## config.mk

```make
export PLATFORM = sky130hd
export DESIGN_NAME = alu_seq_6_bit
export DESIGN_NICKNAME = d
export VERILOG_FILES = /design/src/rtl/alu_seq_6_bit_pkg.sv /design/src/rtl/alu_core_6_bit.sv /design/src/rtl/alu_seq_6_bit.sv
export SDC_FILE = /design/constraint.sdc
export NUM_CORES = 1
export LEC_CHECK = 0
export ABC_AREA = 0
export CAP_MARGIN = 5
export CORE_MARGIN = 3
export CORE_UTILIZATION = 50
export DETAILED_ROUTE_END_ITERATION = 16
export DONT_BUFFER_PORTS = 1
export PLACE_DENSITY_LB_ADDON = 0.2
export SLEW_MARGIN = 15
export SYNTH_ARGS = -nofsm -noshare
export SYNTH_HDL_FRONTEND = slang
export SYNTH_HIERARCHICAL = 1
export SYNTH_SLANG_ARGS = --single-unit
```

## constraint.sdc

```tcl
create_clock -name clk -period 2.38 [get_ports clk]
set_input_delay 0.476 -clock clk [delete_from_list [all_inputs] [get_ports clk]]
set_output_delay 0.476 -clock clk [all_outputs]
set_load 0.01 [all_outputs]
```

## src/rtl/alu_seq_6_bit_pkg.sv

```systemverilog
// alu_seq_6_bit_pkg: shared widths, opcodes, sequencer states and flag bundle.
package alu_seq_6_bit_pkg;
  localparam int DW = 6;
  localparam int RW = 2;
  typedef enum logic [2:0] {
    OP_AND = 3'b000,
    OP_OR  = 3'b001,
    OP_XOR = 3'b010,
    OP_NOT = 3'b011,
    OP_ADD = 3'b100,
    OP_SUB = 3'b101,
    OP_SHL = 3'b110,
    OP_SHR = 3'b111
  } op_t;
  typedef enum logic [1:0] {
    S_IDLE  = 2'd0,
    S_READ  = 2'd1,
    S_EXEC  = 2'd2,
    S_WRITE = 2'd3
  } state_t;
  typedef struct packed {
    logic cf;
    logic sf;
    logic zf;
  } flags_t;
endpackage

```

## src/rtl/alu_core_6_bit.sv

```systemverilog
// alu_core_6_bit: combinational 6-bit logic/arith unit with carry, sign and zero flags.
module alu_core_6_bit
  import alu_seq_6_bit_pkg::*;
(
  input  logic [2:0]    i_op,
  input  logic [DW-1:0] i_a,
  input  logic [DW-1:0] i_b,
  output logic [DW-1:0] o_res,
  output logic          o_cf,
  output logic          o_sf,
  output logic          o_zf
);
  logic [DW:0] w_sum;
  logic [DW:0] w_diff;
  assign w_sum  = {1'b0, i_a} + {1'b0, i_b};
  // Bit DW of the widened difference is the unsigned borrow.
  assign w_diff = {1'b0, i_a} - {1'b0, i_b};
  always_comb begin
    o_res = '0;
    o_cf  = 1'b0;
    case (op_t'(i_op))
      OP_AND: o_res = i_a & i_b;
      OP_OR:  o_res = i_a | i_b;
      OP_XOR: o_res = i_a ^ i_b;
      OP_NOT: o_res = ~i_b;
      OP_ADD: {o_cf, o_res} = w_sum;
      OP_SUB: {o_cf, o_res} = w_diff;
      OP_SHL: {o_cf, o_res} = {i_a, 1'b0};
      OP_SHR: {o_res, o_cf} = {1'b0, i_a};
      default: ;
    endcase
  end
  assign o_sf = o_res[DW-1];
  assign o_zf = (o_res == '0);
endmodule

```

## src/rtl/alu_seq_6_bit.sv

```systemverilog
// alu_seq_6_bit: multi-cycle read/execute/writeback sequencer around a 4x6 register file.
module alu_seq_6_bit
  import alu_seq_6_bit_pkg::*;
(
  input  logic          clk,
  input  logic          rst,
  input  logic          instr_valid,
  input  logic [6:0]    instr,
  output logic          instr_ready,
  input  logic          ld_valid,
  input  logic [RW-1:0] ld_addr,
  input  logic [DW-1:0] ld_data,
  output logic          done,
  output logic [DW-1:0] result,
  output logic          cf,
  output logic          sf,
  output logic          zf,
  input  logic [RW-1:0] dbg_addr,
  output logic [DW-1:0] dbg_data
);
  state_t               r_state;
  state_t               w_next;
  logic [3:0][DW-1:0]   r_regs;
  logic [2:0]           r_op;
  logic [RW-1:0]        r_rd;
  logic [RW-1:0]        r_rs;
  logic [DW-1:0]        r_a;
  logic [DW-1:0]        r_b;
  logic [DW-1:0]        r_res;
  flags_t               r_flags;
  logic [DW-1:0]        w_res;
  flags_t               w_flags;
  logic                 w_accept;
  alu_core_6_bit u_core (
    .i_op  (r_op),
    .i_a   (r_a),
    .i_b   (r_b),
    .o_res (w_res),
    .o_cf  (w_flags.cf),
    .o_sf  (w_flags.sf),
    .o_zf  (w_flags.zf)
  );
  // A pending load blocks acceptance so the regfile never sees two writers.
  assign instr_ready = (r_state == S_IDLE) & ~ld_valid;
  assign w_accept    = instr_ready & instr_valid;
  assign done        = (r_state == S_WRITE);
  assign dbg_data    = r_regs[dbg_addr];
  always_comb begin
    w_next = r_state;
    w_next = r_state == S_IDLE ? (w_accept ? S_READ : S_IDLE) :
             r_state == S_READ ? S_EXEC :
             r_state == S_EXEC ? S_WRITE : S_IDLE;
  end
  always_ff @(posedge clk or posedge rst) begin
    if (rst) begin
      r_state <= S_IDLE;
      r_regs  <= '0;
      r_op    <= '0;
      r_rd    <= '0;
      r_rs    <= '0;
      r_a     <= '0;
      r_b     <= '0;
      r_res   <= '0;
      r_flags <= '0;
      result  <= '0;
      cf      <= 1'b0;
      sf      <= 1'b0;
      zf      <= 1'b0;
    end else begin
      r_state <= w_next;
      if (r_state == S_IDLE && ld_valid) r_regs[ld_addr] <= ld_data;
      if (w_accept) {r_op, r_rd, r_rs} <= instr;
      if (r_state == S_READ) begin
        r_a <= r_regs[r_rd];
        r_b <= r_regs[r_rs];
      end
      if (r_state == S_EXEC) begin
        r_res   <= w_res;
        r_flags <= w_flags;
      end
      if (r_state == S_WRITE) begin
        r_regs[r_rd]   <= r_res;
        result         <= r_res;
        {cf, sf, zf}   <= r_flags;
      end
    end
  end
endmodule

```

==> out/metrics.csv <==
stage,metric,value,unit
yosys,Yosys reg bits,63,
sta,final period utilization,1.16,
run,max_cap viols,0,
cells_and_area,area growth from synthesis to layout,14.0,%
cells_and_area,fin util,0.604,
routing,DRC Markers,0,
cells_and_area,n_diodes,0,
critical_path,critical path peak fanout,2,
yosys,synthesized area,4220,um^2
sta,Setup Viol. Count Final,5,
critical_path,WP data arrival,3.02,ns
sta,post-layout min period,2.75,ns
yosys,Mean Syn Cell Area,11.3,um^2
critical_path,CP Class,register to register,
global_routing,vias in the first global route,3192,
pwr,Worst VDD drop,0.609,mV
critical_path,crit end category,register,
floorplan,FP Rows,32,
floorplan,top-level I/O count,38,
yosys,Async SR Flop Fraction,1.00,
outcome,failing checks,setup timing,
placed_design,cell area after placement,4520,um^2
sta,worst hold slack,0.148,ns
floorplan,Initial Util,0.530,
floorplan,floorplan core area,7970,um^2
clocking,CTS Hold Bufs,0,
hold_path,Hold/Removal Path Class,input pin to async pin,
sta,skew final,0.0160,ns
clocking,"Reg clk slew, reported paths",0.07,ns
routing,Detailed Route WL,10200,um
clocking,CTS tree,done,
yosys,unique cell type count in the Yosys netlist,65,
routing,DR pass1 iterations,4,
yosys,Yosys warning total,6,
placed_design,Port Buffers,0,
floorplan,die area,9580,um^2
yosys,Post-synth top flop,dfrtp_1,
critical_path,"Data required, critical path",2.64,ns
cells_and_area,Layout Cell Area excl Fill,4810,um^2
global_routing,first-pass GRT wire length,17000,um
routing,routed vias,3033,
clocking,H-tree Lvls,3,
placed_design,final HPWL from detailed placement,7720,um
critical_path,Worst Setup Start Kind,register,
cells_and_area,area of the multi-input gates,2520,um^2
sta,Least-Margin Pin Slew,0.757,ns
yosys,Synth Instances,374,
cells_and_area,nets,448,
routing,DR WL/cell,20.0,um
clocking,Clock Path Buffers,2,
cells_and_area,Fillers,669,
pwr,cell area power density,1610,nW/um^2
sta,RSZ-0062 raised after global routing,true,
placed_design,GP Congestion,0.880,
sta,Final Hold Viols,0,
routing,remaining antenna violation count,0,
global_routing,initial antenna violation count,0,
cells_and_area,register area,1580,um^2
yosys,Post-synth EDFFs,0,
clocking,Clock Latency Late Sink,0.34,ns
outcome,status,"finished, violations left",
sta,Max Fclk,364,MHz
global_routing,All-Layer GR Usage,0.223,
pwr,leakage power,2.15,nW
yosys,sequential area share after synthesis,0.373,
routing,via-per-instance ratio,5.96,
global_routing,total grt overflow,0,
clocking,Num CTS Buffers,9,
floorplan,die width,97.9,um
routing,initial drt markers,163,
clocking,Root Buffer,clkbuf_8,
yosys,Synthesized Nets,420,
global_routing,largest net degree at the start of global routing,37,
clocking,Sink Count,63,
floorplan,Die Span Y,97.9,um
sta,setup ws final,-0.371,ns
cells_and_area,layout cell share with drive strength beyond 1,0.349,
sta,"Slew Viols, Final",0,
sta,Slew Limit Headroom,0.495,
[cell type report]
class                   instances  area share
multi-input cells             265       0.523
flip-flops and latches         63       0.328
repair buffers                 42      0.0689
clock buffers                  10      0.0286
well taps                     102      0.0265
inverters                      21      0.0164
clock inverters                 6     0.00884
[registers in the layout, indices dropped and copies added (netlist names)]
name,count
r_regs,24
r_a,6
r_state,2
cf,1
result,6
r_rd,2
r_flags,3
zf,1
r_b,6
r_op,3
r_res,6
r_rs,2
sf,1
[synth_stat cells, drive strengths merged (2+ instances only)]
cell | count | area (um^2)
o21ai | 11 | 55.1
dfrtp | 63 | 1580
and3 | 2 | 13.8
nand4b | 2 | 30.0
a22oi | 2 | 15.0
inv | 21 | 78.8
buf | 23 | 140
a21o | 2 | 15.0
o31ai | 3 | 27.5
nor2 | 24 | 90.1
mux2 | 37 | 432
nand3b | 2 | 15.0
nand2 | 17 | 66.3
a221oi | 3 | 26.3
clkbuf | 2 | 8.75
mux2i | 27 | 270
a211oi | 3 | 22.5
nor4 | 3 | 25.0
or3 | 2 | 12.5
o311ai | 2 | 17.5
and2 | 2 | 12.5
nand3 | 3 | 15.0
nor3 | 3 | 15.0
mux4 | 18 | 413
a32o | 2 | 20.0
nand2b | 8 | 50.1
o21bai | 3 | 22.5
xnor2 | 5 | 43.8
a21oi | 28 | 140
fa | 2 | 40.0
nor2b | 2 | 12.5
and2b | 2 | 15.0
and3b | 2 | 17.5
ha | 23 | 288
[per-layer routing]
| metal | part of all wire | track usage | vias up |
|---|---|---|---|
| met5 | 0 | 0 | - |
| met4 | 0.020 | 0.0958 | 0 |
| met3 | 0.058 | 0.0479 | 15 |
| met1 | 0.44 | 0.296 | 1516 |
| met2 | 0.48 | 0.353 | 78 |
| li1 | - | - | 1424 |
[timing repair]
action                                  CTS  global route
buffers inserted                          3             1
endpoints found under the setup margin    5             7
resized for setup                        15             6
pin swaps                                 7             8
[final timing paths]
check                                            start  slack, ns                     end  cells after the start
worst max-delay path                r_b[0]$_DFFE_PP0N_      -0.37  r_flags[0]$_DFFE_PP0N_                     11
worst min-delay path                               rst       0.15   result[5]$_DFFE_PP0P_                      1
worst max register to register      r_b[0]$_DFFE_PP0N_      -0.37  r_flags[0]$_DFFE_PP0N_                     11
worst min register to register  r_flags[2]$_DFFE_PP0N_       0.50          cf$_DFFE_PP0P_                      1
max in group asynchronous                          rst       1.60      r_a[1]$_DFFE_PP0N_                      2
min in group clk                              instr[4]       0.29     r_op[0]$_DFFE_PP0P_                      1
[worst max-delay path, stage by stage (launching register included)]
cell,delay [ns]
dfrtp_1,0.42
ha_4,0.17
buf_4,0.12
buf_4,0.12
buf_4,0.12
o21ba_4,0.19
or4_4,0.51
and4b_1,0.22
o31ai_2,0.21
nand3_2,0.15
nor4_2,0.26
mux2_2,0.19
[report_power, final]
| part | internal (mW) | switching, mW | leakage (nW) |
|---|---|---|---|
| Sequential | 1.58 | 0.678 | 0.710 |
| Clock | 0.409 | 0.437 | 0.0891 |
| Combinational | 2.50 | 2.14 | 1.35 |
[cell usage in the layout (no fill, tap or decap), types with 3 or more instances in the layout]
cell      count
a21oi_1      27
buf_4        40
clkbuf_8     10
dfrtp_1      62
ha_1         20
inv_1        16
inv_2         5
mux2_2       31
mux2_4        6
mux2i_1      27
mux4_2       16
nand2_1      16
nand2b_1      8
nor2_1       24
nor3_1        3
o21ai_0      10
o21bai_1      3
xnor2_1       4
[kinds of logic after synthesis]
family	synth area share
mux	0.264
xor+xnor	0.0124
fa+ha+maj	0.0777
buf+inv	0.0539
compound gates	0.110
flops	0.373
simple gates	0.108
[per-stage QoR]
stage	total power [mW]	cells	worst slack [ns]	setup TNS, ns
2_1_floorplan	5.19	374	-0.213	-0.252
3_3_place_gp	6.43	490	-0.265	-0.543
3_5_place_dp	6.54	490	-0.343	-0.881
4_1_cts	7.64	508	-0.308	-0.864
5_1_grt	8.32	509	-0.503	-1.79
6_report	7.74	509	-0.371	-1.17
No activity file was read; power rests on OpenSTA's default activity.
